File: config.mk
export PLATFORM = sky130hd
export DESIGN_NAME = load_unit_flat
export DESIGN_NICKNAME = d
export VERILOG_FILES = /design/src/rtl/load_unit_if.sv /design/src/rtl/load_unit.sv /design/src/flat_wrapper.sv
export SDC_FILE = /design/constraint.sdc
export NUM_CORES = 1
export LEC_CHECK = 0
export ABC_AREA = 0
export BUFFER_PORTS_ARGS = -buffer_cell sky130_fd_sc_hd__buf_4
export CAP_MARGIN = 20
export CORE_UTILIZATION = 50
export DETAILED_ROUTE_END_ITERATION = 6
export HOLD_SLACK_MARGIN = 0.08
export PLACE_DENSITY = 0.76
export SYNTH_ARGS = -nofsm -noshare
export SYNTH_HDL_FRONTEND = slang
export SYNTH_SLANG_ARGS = --single-unit
export TNS_END_PERCENT = 100
File: constraint.sdc
create_clock -name clk -period 3 [get_ports clk]
set_input_delay 0.6 -clock clk [delete_from_list [all_inputs] [get_ports clk]]
set_output_delay 0.6 -clock clk [all_outputs]
set_load 0.005 [all_outputs]
File: src/rtl/load_unit_if.sv
// Load unit bus bundle: execute-stage request, data-memory read port and
// result channel.
//   master : the environment side (execute stage, memory, result consumer)
//   slave  : the load unit itself
// Request channel : req_valid/req_ready, req_funct3, req_addr, req_tag
// Memory channel  : mem_req_valid/mem_req_ready, mem_addr, mem_rvalid,
//                   mem_rdata, mem_err
// Result channel  : rsp_valid/rsp_ready, rsp_data, rsp_tag, rsp_fault
interface load_unit_if #(
  parameter int N      = 32,
  parameter int F3_LEN = 3,
  parameter int ADDR_W = 32,
  parameter int TAG_W  = 5
);
  logic              req_valid;
  logic              req_ready;
  logic [F3_LEN-1:0] req_funct3;
  logic [ADDR_W-1:0] req_addr;
  logic [TAG_W-1:0]  req_tag;

  logic              mem_req_valid;
  logic              mem_req_ready;
  logic [ADDR_W-1:0] mem_addr;
  logic              mem_rvalid;
  logic [N-1:0]      mem_rdata;
  logic              mem_err;

  logic              rsp_valid;
  logic              rsp_ready;
  logic [N-1:0]      rsp_data;
  logic [TAG_W-1:0]  rsp_tag;
  logic [1:0]        rsp_fault;

  modport master (
    output req_valid, req_funct3, req_addr, req_tag,
    input  req_ready,
    input  mem_req_valid, mem_addr,
    output mem_req_ready, mem_rvalid, mem_rdata, mem_err,
    input  rsp_valid, rsp_data, rsp_tag, rsp_fault,
    output rsp_ready
  );

  modport slave (
    input  req_valid, req_funct3, req_addr, req_tag,
    output req_ready,
    output mem_req_valid, mem_addr,
    input  mem_req_ready, mem_rvalid, mem_rdata, mem_err,
    output rsp_valid, rsp_data, rsp_tag, rsp_fault,
    input  rsp_ready
  );
endinterface

File: src/rtl/load_unit.sv
// Sequential RISC-V load unit between execute and the data-memory bus.
// Accepts one load per request handshake, issues naturally aligned N-bit
// reads (two beats for a misaligned access when SPLIT_EN=1), merges and
// sign/zero-extends the addressed data, and returns it with its tag and a
// fault code (00 ok, 01 misaligned, 10 bus error, 11 illegal funct3).
// Ports:
//   clk   : clock
//   rst_n : synchronous active-low reset
//   bus   : load_unit_if.slave (request, memory and result channels)
//
// state | meaning
// IDLE  | ready for a new request
// REQ0  | presenting the read of the first (or only) beat
// WAIT0 | waiting for beat-0 read data
// REQ1  | presenting the read of the following beat
// WAIT1 | waiting for beat-1 read data
// DONE  | result valid, held until rsp_ready
module load_unit #(
  parameter int N        = 32,
  parameter int F3_LEN   = 3,
  parameter int ADDR_W   = 32,
  parameter int TAG_W    = 5,
  parameter int SPLIT_EN = 1
) (
  input logic       clk,
  input logic       rst_n,
  load_unit_if.slave bus
);
  localparam int NB    = N / 8;
  localparam int OFF_W = $clog2(NB);

  typedef enum logic [2:0] {IDLE, REQ0, WAIT0, REQ1, WAIT1, DONE} state_t;

  state_t            state_q, state_n;
  logic [F3_LEN-1:0] f3_q;
  logic [ADDR_W-1:0] addr_q;
  logic [TAG_W-1:0]  tag_q;
  logic [N-1:0]      beat0_q;
  logic [N-1:0]      data_q;
  logic [1:0]        fault_q;

  // Access size in bytes; 0 marks an illegal funct3 for this XLEN.
  function automatic logic [3:0] size_of(input logic [F3_LEN-1:0] f3);
    logic [3:0] s;
    s = 4'd0;
    case (f3)
      F3_LEN'(3'b000), F3_LEN'(3'b100): s = 4'd1;
      F3_LEN'(3'b001), F3_LEN'(3'b101): s = 4'd2;
      F3_LEN'(3'b010):                  s = 4'd4;
      F3_LEN'(3'b011):                  s = (N == 64) ? 4'd8 : 4'd0;
      F3_LEN'(3'b110):                  s = (N == 64) ? 4'd4 : 4'd0;
      default:                          s = 4'd0;
    endcase
    return s;
  endfunction

  function automatic logic crosses(input logic [OFF_W-1:0] off, input logic [3:0] sz);
    return (int'(off) + int'(sz)) > NB;
  endfunction

  logic [3:0]       acc_sz, sz_q;
  logic             acc_cross, cross_q;
  logic [OFF_W-1:0] off_q;
  logic [ADDR_W-1:0] base_addr;

  assign acc_sz    = size_of(bus.req_funct3);
  assign acc_cross = crosses(bus.req_addr[OFF_W-1:0], acc_sz);
  assign sz_q      = size_of(f3_q);
  assign off_q     = addr_q[OFF_W-1:0];
  assign cross_q   = crosses(off_q, sz_q);
  assign base_addr = {addr_q[ADDR_W-1:OFF_W], {OFF_W{1'b0}}};

  // Merge/extract: shift the (possibly two-beat) window down by the byte
  // offset, keep sz bytes, then fill the upper bits with sign or zeros.
  logic [2*N-1:0] raw, shifted;
  logic [N-1:0]   slice, mask, ext;
  logic           sbit;

  always_comb begin
    raw     = (state_q == WAIT1) ? {bus.mem_rdata, beat0_q} : {{N{1'b0}}, bus.mem_rdata};
    shifted = raw >> {off_q, 3'b000};
    slice   = shifted[N-1:0];
    mask    = '0;
    sbit    = 1'b0;
    for (int i = 0; i < N; i++) begin
      if (i < 8 * int'(sz_q)) mask[i] = 1'b1;
      if (i == 8 * int'(sz_q) - 1) sbit = slice[i];
    end
    ext = (slice & mask) | ((!f3_q[2] && sbit) ? ~mask : '0);
  end

  always_ff @(posedge clk) begin
    if (!rst_n) state_q <= IDLE;
    else        state_q <= state_n;
  end

  always_comb begin
    state_n = state_q;
    case (state_q)
      IDLE: begin
        if (bus.req_valid) begin
          if (acc_sz == 4'd0)                    state_n = DONE;
          else if (acc_cross && (SPLIT_EN == 0)) state_n = DONE;
          else                                   state_n = REQ0;
        end
      end
      REQ0:  if (bus.mem_req_ready) state_n = WAIT0;
      WAIT0: begin
        if (bus.mem_rvalid) begin
          if (bus.mem_err)  state_n = DONE;
          else if (cross_q) state_n = REQ1;
          else              state_n = DONE;
        end
      end
      REQ1:  if (bus.mem_req_ready) state_n = WAIT1;
      WAIT1: if (bus.mem_rvalid) state_n = DONE;
      DONE:  if (bus.rsp_ready) state_n = IDLE;
      default: state_n = IDLE;
    endcase
  end

  always_ff @(posedge clk) begin
    if (!rst_n) begin
      f3_q    <= '0;
      addr_q  <= '0;
      tag_q   <= '0;
      beat0_q <= '0;
      data_q  <= '0;
      fault_q <= 2'b00;
    end else begin
      case (state_q)
        IDLE: begin
          if (bus.req_valid) begin
            f3_q   <= bus.req_funct3;
            addr_q <= bus.req_addr;
            tag_q  <= bus.req_tag;
            data_q <= '0;
            if (acc_sz == 4'd0)                    fault_q <= 2'b11;
            else if (acc_cross && (SPLIT_EN == 0)) fault_q <= 2'b01;
            else                                   fault_q <= 2'b00;
          end
        end
        WAIT0: begin
          if (bus.mem_rvalid) begin
            beat0_q <= bus.mem_rdata;
            if (bus.mem_err) begin
              fault_q <= 2'b10;
              data_q  <= '0;
            end else if (!cross_q) begin
              data_q <= ext;
            end
          end
        end
        WAIT1: begin
          if (bus.mem_rvalid) begin
            if (bus.mem_err) begin
              fault_q <= 2'b10;
              data_q  <= '0;
            end else begin
              data_q <= ext;
            end
          end
        end
        default: ;
      endcase
    end
  end

  always_comb begin
    bus.req_ready     = (state_q == IDLE);
    bus.mem_req_valid = (state_q == REQ0) || (state_q == REQ1);
    bus.mem_addr      = '0;
    if (state_q == REQ0)      bus.mem_addr = base_addr;
    else if (state_q == REQ1) bus.mem_addr = base_addr + ADDR_W'(NB);
    bus.rsp_valid = (state_q == DONE);
    bus.rsp_data  = data_q;
    bus.rsp_tag   = tag_q;
    bus.rsp_fault = fault_q;
  end
endmodule

File: src/flat_wrapper.sv
// flat-port wrapper written by rule: the top's interface ports become plain ports
module load_unit_flat 
#(
  parameter int N        = 32,
  parameter int F3_LEN   = 3,
  parameter int ADDR_W   = 32,
  parameter int TAG_W    = 5,
  parameter int SPLIT_EN = 1
)
  (clk, rst_n, bus_req_valid, bus_req_funct3, bus_req_addr, bus_req_tag, bus_req_ready, bus_mem_req_valid, bus_mem_addr, bus_mem_req_ready, bus_mem_rvalid, bus_mem_rdata, bus_mem_err, bus_rsp_valid, bus_rsp_data, bus_rsp_tag, bus_rsp_fault, bus_rsp_ready);
  load_unit_if #(.N(N), .F3_LEN(F3_LEN), .ADDR_W(ADDR_W), .TAG_W(TAG_W)) bus_i ();
  input logic clk;
  input logic rst_n;
  input wire logic [$bits(bus_i.req_valid)-1:0] bus_req_valid;
  input wire logic [$bits(bus_i.req_funct3)-1:0] bus_req_funct3;
  input wire logic [$bits(bus_i.req_addr)-1:0] bus_req_addr;
  input wire logic [$bits(bus_i.req_tag)-1:0] bus_req_tag;
  output wire logic [$bits(bus_i.req_ready)-1:0] bus_req_ready;
  output wire logic [$bits(bus_i.mem_req_valid)-1:0] bus_mem_req_valid;
  output wire logic [$bits(bus_i.mem_addr)-1:0] bus_mem_addr;
  input wire logic [$bits(bus_i.mem_req_ready)-1:0] bus_mem_req_ready;
  input wire logic [$bits(bus_i.mem_rvalid)-1:0] bus_mem_rvalid;
  input wire logic [$bits(bus_i.mem_rdata)-1:0] bus_mem_rdata;
  input wire logic [$bits(bus_i.mem_err)-1:0] bus_mem_err;
  output wire logic [$bits(bus_i.rsp_valid)-1:0] bus_rsp_valid;
  output wire logic [$bits(bus_i.rsp_data)-1:0] bus_rsp_data;
  output wire logic [$bits(bus_i.rsp_tag)-1:0] bus_rsp_tag;
  output wire logic [$bits(bus_i.rsp_fault)-1:0] bus_rsp_fault;
  input wire logic [$bits(bus_i.rsp_ready)-1:0] bus_rsp_ready;
  assign bus_i.req_valid = bus_req_valid;
  assign bus_i.req_funct3 = bus_req_funct3;
  assign bus_i.req_addr = bus_req_addr;
  assign bus_i.req_tag = bus_req_tag;
  assign bus_req_ready = bus_i.req_ready;
  assign bus_mem_req_valid = bus_i.mem_req_valid;
  assign bus_mem_addr = bus_i.mem_addr;
  assign bus_i.mem_req_ready = bus_mem_req_ready;
  assign bus_i.mem_rvalid = bus_mem_rvalid;
  assign bus_i.mem_rdata = bus_mem_rdata;
  assign bus_i.mem_err = bus_mem_err;
  assign bus_rsp_valid = bus_i.rsp_valid;
  assign bus_rsp_data = bus_i.rsp_data;
  assign bus_rsp_tag = bus_i.rsp_tag;
  assign bus_rsp_fault = bus_i.rsp_fault;
  assign bus_i.rsp_ready = bus_rsp_ready;
  load_unit #(.N(N), .F3_LEN(F3_LEN), .ADDR_W(ADDR_W), .TAG_W(TAG_W), .SPLIT_EN(SPLIT_EN)) u_core (.clk(clk), .rst_n(rst_n), .bus(bus_i));
endmodule
==> flow_summary.yaml <==
outcome:
  status: "finished, final reports clean"
place:
  numPortBuffers: 150
  routabilityCongestion: 0.850
  hpwl_mm: 12.0
  placed_area_um2: 7480
  place_ws_ns: 0.226
floorplan:
  core-area_um2: 12100
  placement_rows: 40
  die_area_um2: 12900
  fp.dieH_um: 114
  start_util_pct: 51.7
  ioPinCount: 153
  die_x_um: 114
cells_and_area:
  fin_area_um2: 7800
  syn_to_final_growth_pct: 25.1
  num_antenna_cells: 0
  drive_above_1_share_pct: 25.1
  final_nets: 1007
route:
  first_pass_iters: 6
  vias: 5958
  antenna_left: 0
  wl_per_cell_um: 15.0
  drt-vias-per-instance: 5.44
  routed_wl_mm: 16.5
  drc_errors: 0
  dr.first_iter.drc_count: 616
clocking:
  numCtsBuffers: 9
  root_buffer: "clkbuf_16"
  cts_tree: "done"
  clk_pin_slew_ns: 0.08
  worstSkewPairLatency_ns: 0.37
  clock_path_buffers: 2
  cts.sinks: 109
  cts_max_level: 3
global_routing:
  grt.overflow.total: 0
  grt_start_max_net_pins: 72
  antenna_found_initial: 0
  grt_pass1_wl_mm: 26.4
  grt.total_usage_pct: 25.8
  grt_pass1_vias: 5304
sta:
  min_period_over_period_pct: 95.6
  setup_viol: 0
  fmax_mhz: 349
  slew_violations: 0
  whs_ns: 0.456
  hold_violations: 0
  skew_ns: 0.0150
  setup_slack_ns: 0.132
  min_period_ns: 2.87
  rsz0062_at_grt: "false"
  tns_ns: 0
  worst_pin_slew_ns: 0.782
  slew_headroom_pct: 47.8
worst_setup_path:
  worstPathArrival_ns: 2.27
  worst_path_most_repeated_cell: "and3_1"
  cp_cell_sequence: "ha_1 > and3_1 > and3_1 > nand2_1 > or3_1 > a21oi_1 > buf_4"
  worstRegToRegCells: 11
  crit_fanout: 5
  crit_required_ns: 2.40
  path_class: "flip-flop to primary output"
  slowest_stage: "dfxtp_1"
  cp-start-kind: "flip-flop"
  slowest_delay_ns: 0.41
  cp-end-kind: "primary output"
yosys:
  async_reset_ff_share_pct: 0
  ys_seq_area_share_pct: 35.0
  synth_area_leaders: "dfxtp_1 (35%), nand2_1 (12%), mux2i_1 (10%)"
  synth_area_um2: 6240
  ys_seq_elements: 109
  syn_inst: 801
  avgSynthCellArea_um2: 7.79
  synth_top_cell_area_share_pct: 35.0
  synth_enable_flop_cells: 0
  ys_warn_count: 0
  ys_types: 56
  synth_ff_type: "dfxtp_1"
  synth_top_area_cell: "dfxtp_1"
min_path:
  hold_depth: 2
  hold_path_class: "flip-flop to flip-flop"
power_and_ir_drop:
  peakVddDrop_mv: 0.444
  power.leakage_nw: 3.21
  powerDensity_nw_per_um2: 539
run:
  cap_violations: 0
[Yosys cell counts, types with 3 or more instances]
cell,n
ha_1,5
o31ai_1,15
o21ai_2,10
xor2_1,15
or2_2,3
nand2_1,199
mux2i_1,63
nand3_1,20
a21oi_1,100
nor2b_1,3
buf_2,6
nor3_1,10
inv_1,10
and3_1,7
o21a_1,3
a31oi_1,3
o21ai_0,30
dfxtp_1,109
nand4_1,5
and2_1,4
buf_1,3
mux2_2,8
xnor2_1,13
or3_1,3
clkbuf_1,46
nand2b_1,7
mux4_2,8
o211ai_1,4
buf_4,3
nor2_1,45
a22oi_1,7
and4_1,4
[per-layer routing]
metal,vias up,global-route usage (%),part of all wire [%],routed length (um)
li1,2998,-,-,-
met1,2741,36.4,47,7760
met2,193,39.3,45,7340
met3,26,5.53,6.3,1050
met4,0,8.07,1.9,320
met5,-,0,0,0
[per-stage QoR]
stage          util (%)  power [W]  cells
4_1_cts            64.5    0.00422   1095
3_3_place_gp       62.0    0.00299   1079
3_5_place_dp       62.0    0.00301   1079
6_report           64.7    0.00421   1095
5_1_grt            64.7    0.00442   1095
2_1_floorplan         -    0.00258    802
[cell type report]
| cell class | count | area [um^2] |
|---|---|---|
| Sequential cell | 109 | 2180 |
| Multi-Input combinational cell | 620 | 3770 |
| Tap cell | 168 | 210 |
| Clock inverter | 7 | 77.6 |
| Inverter | 12 | 45.0 |
| Clock buffer | 9 | 225 |
| Timing Repair Buffer | 170 | 1290 |
| Fill cell | 1093 | 4260 |
[path summary, 6_finish.rpt]
path                           from                      end  slack, ns
setup / recovery   u_core.addr_q[2]         bus_mem_addr[20]       0.13
hold / removal    u_core.beat0_q[1]        u_core.beat0_q[1]       0.46
setup reg to reg     u_core.f3_q[0]  u_core.bus.rsp_data[11]       0.22
hold reg to reg   u_core.beat0_q[1]        u_core.beat0_q[1]       0.46
[cells in the final DEF (no fill, tap or decap), types with 9 or more instances in the layout]
cell type and instances:
nor2_1 45, dfxtp_1 108, o21ai_2 10, mux2i_1 63, o21ai_0 30, clkbuf_16 9
a21oi_1 99, inv_1 9, xor2_1 15, nand3_1 20, o31ai_1 15, xnor2_1 13
buf_4 169, nand2_1 199
[flip-flops by register name, summed over array words and instances, names as in the netlist]
register              count
u_core.beat0_q           32
u_core.f3_q               3
u_core.bus.rsp_data      32
u_core.addr_q            32
u_core.state_q            3
u_core.bus.rsp_tag        5
u_core.bus.rsp_fault      2
[kinds of logic after synthesis]
kind of cell,Yosys count,synth area share (%)
simple gates,322,22.6
compound gates,183,17.5
flops,109,35.0
mux,79,14.4
buf+inv,73,5.12
xor+xnor,28,3.93
fa+ha+maj,6,1.32
other cells,1,0.0601
[power breakdown]
part	switching (W)	total [W]	leakage, nW	internal [W]
combinational	0.000756	0.00133	2.18	0.000571
clock	0.000623	0.00122	0.144	0.000594
sequential	0.0000991	0.00166	0.886	0.00156
total	0.00148	0.00421	3.21	0.00273
[critical path: cells and delay by family (launching register included)]
family	cells	cell delay, ns
simple gates	4	1.01
buf+inv	1	0.13
compound gates	1	0.17
flops	1	0.41
fa+ha+maj	1	0.19
[timing repair]
| item | CTS | global route |
|---|---|---|
| endpoints found under the setup margin | 0 | 6 |
| hold buffers | 0 | 0 |
| gates resized for setup | 0 | 6 |
| buffers inserted | 0 | 0 |
Power figures use the tool's default switching activity.
